**config.mk**
```make
export PLATFORM = sky130hd
export DESIGN_NAME = mcb_memtest_engine
export DESIGN_NICKNAME = d
export VERILOG_FILES = /design/src/rtl/mcb_memtest_engine_pkg.sv /design/src/rtl/mcb_memtest_engine_sync_rise.sv /design/src/rtl/mcb_memtest_engine.sv
export SDC_FILE = /design/constraint.sdc
export NUM_CORES = 1
export LEC_CHECK = 0
export ABC_CLOCK_PERIOD_IN_PS = 4300
export BUFFER_PORTS_ARGS = -buffer_cell sky130_fd_sc_hd__buf_2
export CAP_MARGIN = 20
export CORE_MARGIN = 3
export CORE_UTILIZATION = 48
export DETAILED_ROUTE_END_ITERATION = 12
export PLACE_DENSITY_LB_ADDON = 0.1
export SYNTH_ARGS = -nofsm -noshare
export SYNTH_HDL_FRONTEND = slang
export SYNTH_HIERARCHICAL = 1
export SYNTH_SLANG_ARGS = --single-unit
```
**constraint.sdc**
```tcl
create_clock -name clk -period 4.3 [get_ports clk]
set_input_delay 0.43 -clock clk [delete_from_list [all_inputs] [get_ports clk]]
set_output_delay 0.43 -clock clk [all_outputs]
set_load 0.005 [all_outputs]
```
**src/rtl/mcb_memtest_engine_pkg.sv**
```systemverilog
// Shared definitions for the MCB pattern-test engine: command codes,
// FSM state encoding and the address-derived test pattern.
package memtest_pkg;

    localparam logic [2:0] INSTR_WR = 3'b000;
    localparam logic [2:0] INSTR_RD = 3'b001;

    typedef enum logic [2:0] {
        ST_IDLE,
        ST_WAIT_CAL,
        ST_WR_FILL,
        ST_WR_CMD,
        ST_RD_CMD,
        ST_RD_DATA,
        ST_DONE
    } state_t;

    // Pattern word for word index w: the index zero-extended, XOR the seed.
    // Callers truncate the result to their data width.
    function automatic logic [63:0] pattern(input logic [63:0] w, input logic [63:0] seed);
        return w ^ seed;
    endfunction

endpackage

```
**src/rtl/mcb_memtest_engine_sync_rise.sv**
```systemverilog
// sync_rise: 2-FF synchroniser for a slow control level from another clock
// domain, followed by a one-cycle rising-edge pulse.
module sync_rise (
    input  logic i_clk,
    input  logic i_rst_n,
    input  logic i_async,
    output logic o_rise
);

    logic [2:0] r_sync;

    // Shift the level through two metastability flops and one history flop.
    // The flops reset to 1 so a level already high at reset release is not
    // mistaken for a fresh rising edge.
    always_ff @(posedge i_clk or negedge i_rst_n) begin
        if (!i_rst_n) begin
            r_sync <= '1;
        end else begin
            r_sync <= {r_sync[1:0], i_async};
        end
    end

    assign o_rise = r_sync[1] & ~r_sync[2];

endmodule

```
**src/rtl/mcb_memtest_engine.sv**
```systemverilog
// mcb_memtest_engine: writes an address-derived pattern over a region of an
// MCB user port, reads it back, and reports mismatch count and first address.
module mcb_memtest_engine
    import memtest_pkg::*;
#(
    parameter int unsigned DATA_W     = 32,
    parameter int unsigned BL         = 16,
    parameter int unsigned ADDR_W     = 30,
    parameter int unsigned NUM_BURSTS = 1024,
    parameter logic [31:0] SEED       = 32'hA5A5_5A5A
) (
    input  logic                clk,
    input  logic                rst_n,
    input  logic                start,
    input  logic                calib_done,
    output logic                cmd_en,
    output logic [2:0]          cmd_instr,
    output logic [5:0]          cmd_bl,
    output logic [ADDR_W-1:0]   cmd_byte_addr,
    input  logic                cmd_full,
    output logic                wr_en,
    output logic [DATA_W-1:0]   wr_data,
    output logic [DATA_W/8-1:0] wr_mask,
    input  logic                wr_full,
    output logic                rd_en,
    input  logic [DATA_W-1:0]   rd_data,
    input  logic                rd_empty,
    output logic                busy,
    output logic                done,
    output logic                pass,
    output logic                aborted,
    output logic [7:0]          err_count,
    output logic [ADDR_W-1:0]   first_err_addr
);

    localparam int unsigned BYTES = DATA_W / 8;
    localparam int unsigned BW    = (NUM_BURSTS > 1) ? $clog2(NUM_BURSTS) : 1;
    localparam int unsigned WW    = $clog2(BL) + 1;
    localparam logic [BW-1:0] LAST_BURST = BW'(NUM_BURSTS - 1);
    localparam logic [WW-1:0] LAST_WORD  = WW'(BL - 1);

    state_t              r_state;
    state_t              w_next;
    logic [BW-1:0]       r_burst;
    logic [WW-1:0]       r_word;
    logic [7:0]          r_err_count;
    logic [ADDR_W-1:0]   r_first_err_addr;
    logic                r_aborted;
    logic                w_start_rise;
    logic                w_clear;
    logic                w_abort;
    logic                w_running;
    logic                w_mismatch;
    logic [63:0]         w_word_idx;
    logic [DATA_W-1:0]   w_pattern;

    sync_rise u_start_sync (
        .i_clk   (clk),
        .i_rst_n (rst_n),
        .i_async (start),
        .o_rise  (w_start_rise)
    );

    assign w_word_idx = 64'(r_burst) * 64'(BL) + 64'(r_word);
    assign w_pattern  = DATA_W'(pattern(w_word_idx, 64'(SEED)));
    assign w_running  = r_state inside {ST_WR_FILL, ST_WR_CMD, ST_RD_CMD, ST_RD_DATA};
    assign w_mismatch = rd_en && (rd_data != w_pattern);

    // State register.
    always_ff @(posedge clk or negedge rst_n) begin
        if (!rst_n) begin
            r_state <= ST_IDLE;
        end else begin
            r_state <= w_next;
        end
    end

    // Next state and FIFO/command strobes; calibration loss overrides all.
    always_comb begin
        w_next    = r_state;
        cmd_en    = 1'b0;
        cmd_instr = INSTR_WR;
        wr_en     = 1'b0;
        rd_en     = 1'b0;
        w_clear   = 1'b0;
        w_abort   = 1'b0;
        case (r_state)
            ST_IDLE, ST_DONE: begin
                if (w_start_rise) begin
                    w_clear = 1'b1;
                    w_next  = ST_WAIT_CAL;
                end
            end
            ST_WAIT_CAL: begin
                if (calib_done) w_next = ST_WR_FILL;
            end
            ST_WR_FILL: begin
                wr_en = !wr_full;
                if (wr_en && r_word == LAST_WORD) w_next = ST_WR_CMD;
            end
            ST_WR_CMD: begin
                cmd_en = !cmd_full;
                if (cmd_en) w_next = (r_burst == LAST_BURST) ? ST_RD_CMD : ST_WR_FILL;
            end
            ST_RD_CMD: begin
                cmd_instr = INSTR_RD;
                cmd_en    = !cmd_full;
                if (cmd_en) w_next = ST_RD_DATA;
            end
            ST_RD_DATA: begin
                rd_en = !rd_empty;
                if (rd_en && r_word == LAST_WORD)
                    w_next = (r_burst == LAST_BURST) ? ST_DONE : ST_RD_CMD;
            end
            default: w_next = ST_IDLE;
        endcase
        if (w_running && !calib_done) begin
            cmd_en  = 1'b0;
            wr_en   = 1'b0;
            rd_en   = 1'b0;
            w_abort = 1'b1;
            w_next  = ST_DONE;
        end
    end

    // Burst/word counters, saturating error tally, first-error address, abort flag.
    // The burst counter holds at the last burst at the end of the read phase
    // instead of wrapping.
    always_ff @(posedge clk or negedge rst_n) begin
        if (!rst_n) begin
            r_burst          <= '0;
            r_word           <= '0;
            r_err_count      <= '0;
            r_first_err_addr <= '0;
            r_aborted        <= 1'b0;
        end else if (w_clear) begin
            r_burst          <= '0;
            r_word           <= '0;
            r_err_count      <= '0;
            r_first_err_addr <= '0;
            r_aborted        <= 1'b0;
        end else begin
            if (w_abort) r_aborted <= 1'b1;
            if (wr_en || rd_en) r_word <= (r_word == LAST_WORD) ? '0 : r_word + 1'b1;
            if (cmd_en && r_state == ST_WR_CMD)
                r_burst <= (r_burst == LAST_BURST) ? '0 : r_burst + 1'b1;
            if (rd_en && r_word == LAST_WORD && r_burst != LAST_BURST)
                r_burst <= r_burst + 1'b1;
            if (w_mismatch) begin
                if (r_err_count != 8'hFF) r_err_count <= r_err_count + 8'd1;
                if (r_err_count == 8'd0) r_first_err_addr <= ADDR_W'(w_word_idx * 64'(BYTES));
            end
        end
    end

    assign cmd_bl         = 6'(BL - 1);
    assign cmd_byte_addr  = ADDR_W'(64'(r_burst) * 64'(BL * BYTES));
    assign wr_data        = (r_state == ST_WR_FILL) ? w_pattern : '0;
    assign wr_mask        = '0;
    assign busy           = (r_state != ST_IDLE) && (r_state != ST_DONE);
    assign done           = (r_state == ST_DONE);
    assign pass           = (r_state == ST_DONE) && (r_err_count == 8'd0) && !r_aborted;
    assign aborted        = r_aborted;
    assign err_count      = r_err_count;
    assign first_err_addr = r_first_err_addr;

endmodule
```
==> flow_metrics.tcl <==
set metrics [dict create \
    crit_type "reg2reg" \
    start_kind "flip-flop" \
    maxCapViolCount 0 \
    rsz0062_at_grt "false" \
    p_clk_share_pct 16.2 \
    synth.area.top_cells "dfrtp_1, buf_4, mux2i_1" \
    synth_cell_types 59 \
    die_y_um 90.8 \
    synth_top_area_cell "dfrtp_1" \
    setup_viol 0 \
    core_area_um2 6870 \
    drcViolationCount 0 \
    synth_cells 407 \
    p_leak_uw 0.00193 \
    place_inst 579 \
    seq_power_share_pct 40.2 \
    rr_worst_depth 9 \
    worst_pin_slew_ps 940 \
    cts_tree "yes" \
    timing.final.hold_violations 0 \
    ys.flop_type "dfrtp_1" \
    root_buffer "clkbuf_8" \
    cts_setup_buffers 0 \
    dpl.hpwl_um 6610 \
    skew_ps 3.97 \
    drt-initial-drc-count 166 \
    status "finished clean" \
    track_usage_pct 20.2 \
    clock_latency_ps 300 \
    grt_max_degree 46 \
    powerDensity_nw_per_um2 463 \
    switching_share_pct 42.2 \
    min_period_ps 3720 \
    tns_ps 0 \
    crit_fanout 15 \
    dieArea_um2 8240 \
    timing.fmax_ghz 0.269 \
    gp_congestion 0.902 \
    instances_no_fill 589 \
    numCtsBuffers 5 \
    hold_path_class "in2reg" \
    cts.sinks 45 \
    final_cell_mix "buf_2, conb_1, dfrtp_1" \
    drive_above_1_share_pct 24.9 \
    slew_violations 0 \
    yosysSeqAreaShare_pct 32.8 \
    internal-power_uw 1030 \
    cp.arrival_ps 3870 \
    fin_crit_sh_pct 86.6 \
    hold_depth 1 \
    dr.pass1.iters 4 \
    synth-async-reset-ratio_pct 100 \
    die_x_um 90.8 \
    synth_edf_count 0 \
    ioPinCount 159 \
    grt_pass1_wl_um 13600 \
    rows 30 \
    n_antenna_cell 0 \
    htreeDepth 2 \
    hold_start "start" \
    power.switching_uw 754 \
    startpoint "r_burst[0]$_DFFE_PN0P_" \
    grt_pass1_vias 2650 \
    slew_headroom_pct 37.3 \
    antenna_found_initial 0 \
    ys_warn_count 6 \
    cp-end-kind "flip-flop" \
    avgSynthCellArea_um2 8.48 \
    synth_top_area_share_pct 30.5 \
    synth-seq-cells 45 \
    area_growth_pct 11.8 \
    layout_commonest_cell "buf_2" \
    syn_area_um2 3450 \
    power_frac_comb_pct 43.7 \
    vias 2971 \
    io_buffers 102 \
    ir_worst_vdd_mv 0.320 \
    drt_wl_total_um 8610 \
    grt_overflow 0 \
    routed_via_density 5.04 \
    initial_utilization_pct 50.2 \
    required_ps 4450 \
    wl_per_cell_um 14.6 \
    r2r-start "r_burst[0]$_DFFE_PN0P_" \
    drtAntennaViolNets 0 \
    nets 538 \
    path_clk_slew_ps 80 \
    clk_path_buf_depth 2 \
]
[what timing repair did]
| item | 4_1_cts | 5_1_grt |
|---|---|---|
| resized for setup | 0 | 0 |
| hold buffers | 0 | 1 |
| endpoints found under the setup margin | 0 | 0 |
| endpoints found under the hold margin | 0 | 5 |
[worst max-delay path, stage by stage, from the launching register on]
cell       delay (ps)
dfrtp_1           470
ha_1              300
ha_1              330
xor2_1            170
a2111oi_0         400
o2111ai_1         150
or4_1             500
o31ai_2           670
nor2_2            370
mux2i_1           200
[path summary, 6_finish.rpt]
check                                                    to  slack (ps)
setup / recovery             first_err_addr[14]$_DFFE_PN0P_         580
hold / removal             u_start_sync/r_sync[0]$_DFF_PN1_         230
setup reg to reg             first_err_addr[14]$_DFFE_PN0P_         580
hold reg to reg            u_start_sync/r_sync[1]$_DFF_PN1_         360
max in group asynchronous  u_start_sync/r_sync[2]$_DFF_PN1_        3290
min in group asynchronous            r_burst[7]$_DFFE_PN0P_         500
[cell families after synthesis]
logic type                 share of synthesized area (%)
buffers and inverters                               18.3
other                                              0.218
xor gates and xnor gates                            6.86
and+or+nand+nor                                     24.3
adders and majority gates                           2.54
DFF                                                 32.8
muxes                                               5.51
AOI/OAI and AO/OA                                   9.54
[per-layer routing]
layer	vias up	GRT usage [%]	part of all wire (%)	routed length, um
met4	0	4.52	1.0	89
met5	-	0	0	0
met3	10	3.42	6.3	540
met1	1400	28.6	46	3970
met2	122	32.4	47	4010
li1	1439	-	-	-
[cells in the mapped netlist, types with 3 or more instances]
library cell,number
nor2b_1,5
nor3_1,11
nor2_1,37
or4_1,3
and3_1,6
nand4_1,13
nand2_1,38
xnor2_1,15
a211oi_1,3
o21ai_0,9
xor2_1,12
dfstp_2,3
a21oi_1,13
inv_1,18
or3_1,3
clkbuf_1,10
buf_4,64
dfrtp_1,42
and2_1,5
nand3_1,10
buf_2,4
nand2b_1,8
mux2i_1,19
o21bai_1,3
ha_1,7
nor4bb_1,3
[metrics by stage]
step	power [uW]	util (%)	cell area [um^2]	hold slack, ps	setup slack (ps)
floorplan	1250	-	3650	134	1160
global placement	1490	54.2	3730	345	720
detailed placement	1510	54.2	3730	349	578
CTS	1800	55.7	3830	213	564
global route	1950	56.2	3860	206	305
finish	1790	56.2	3860	227	577
[flip-flops by register name, indices dropped and copies added, names as in the netlist]
| name | count |
|---|---|
| err_count | 8 |
| r_word | 5 |
| r_state | 3 |
| first_err_addr | 15 |
| u_start_sync/r_sync | 3 |
| aborted | 1 |
| r_burst | 10 |
[power groups by stage]
stage	Sequential, uW	Clock (uW)	Combinational, uW
CTS	715	299	786
floorplan	648	0	598
global route	745	320	886
global placement	719	0	773
finish	717	288	780
detailed placement	724	0	783
[cell type report]
cell class	instances	area (um^2)
fill	698	3010
multi-input combinational	317	1890
sequential	45	1130
timing repair buffer	105	548
tap	96	120
clock buffer	7	96.3
inverter	18	67.6
clock inverter	1	5.00
(Power assumes the default switching activity.)
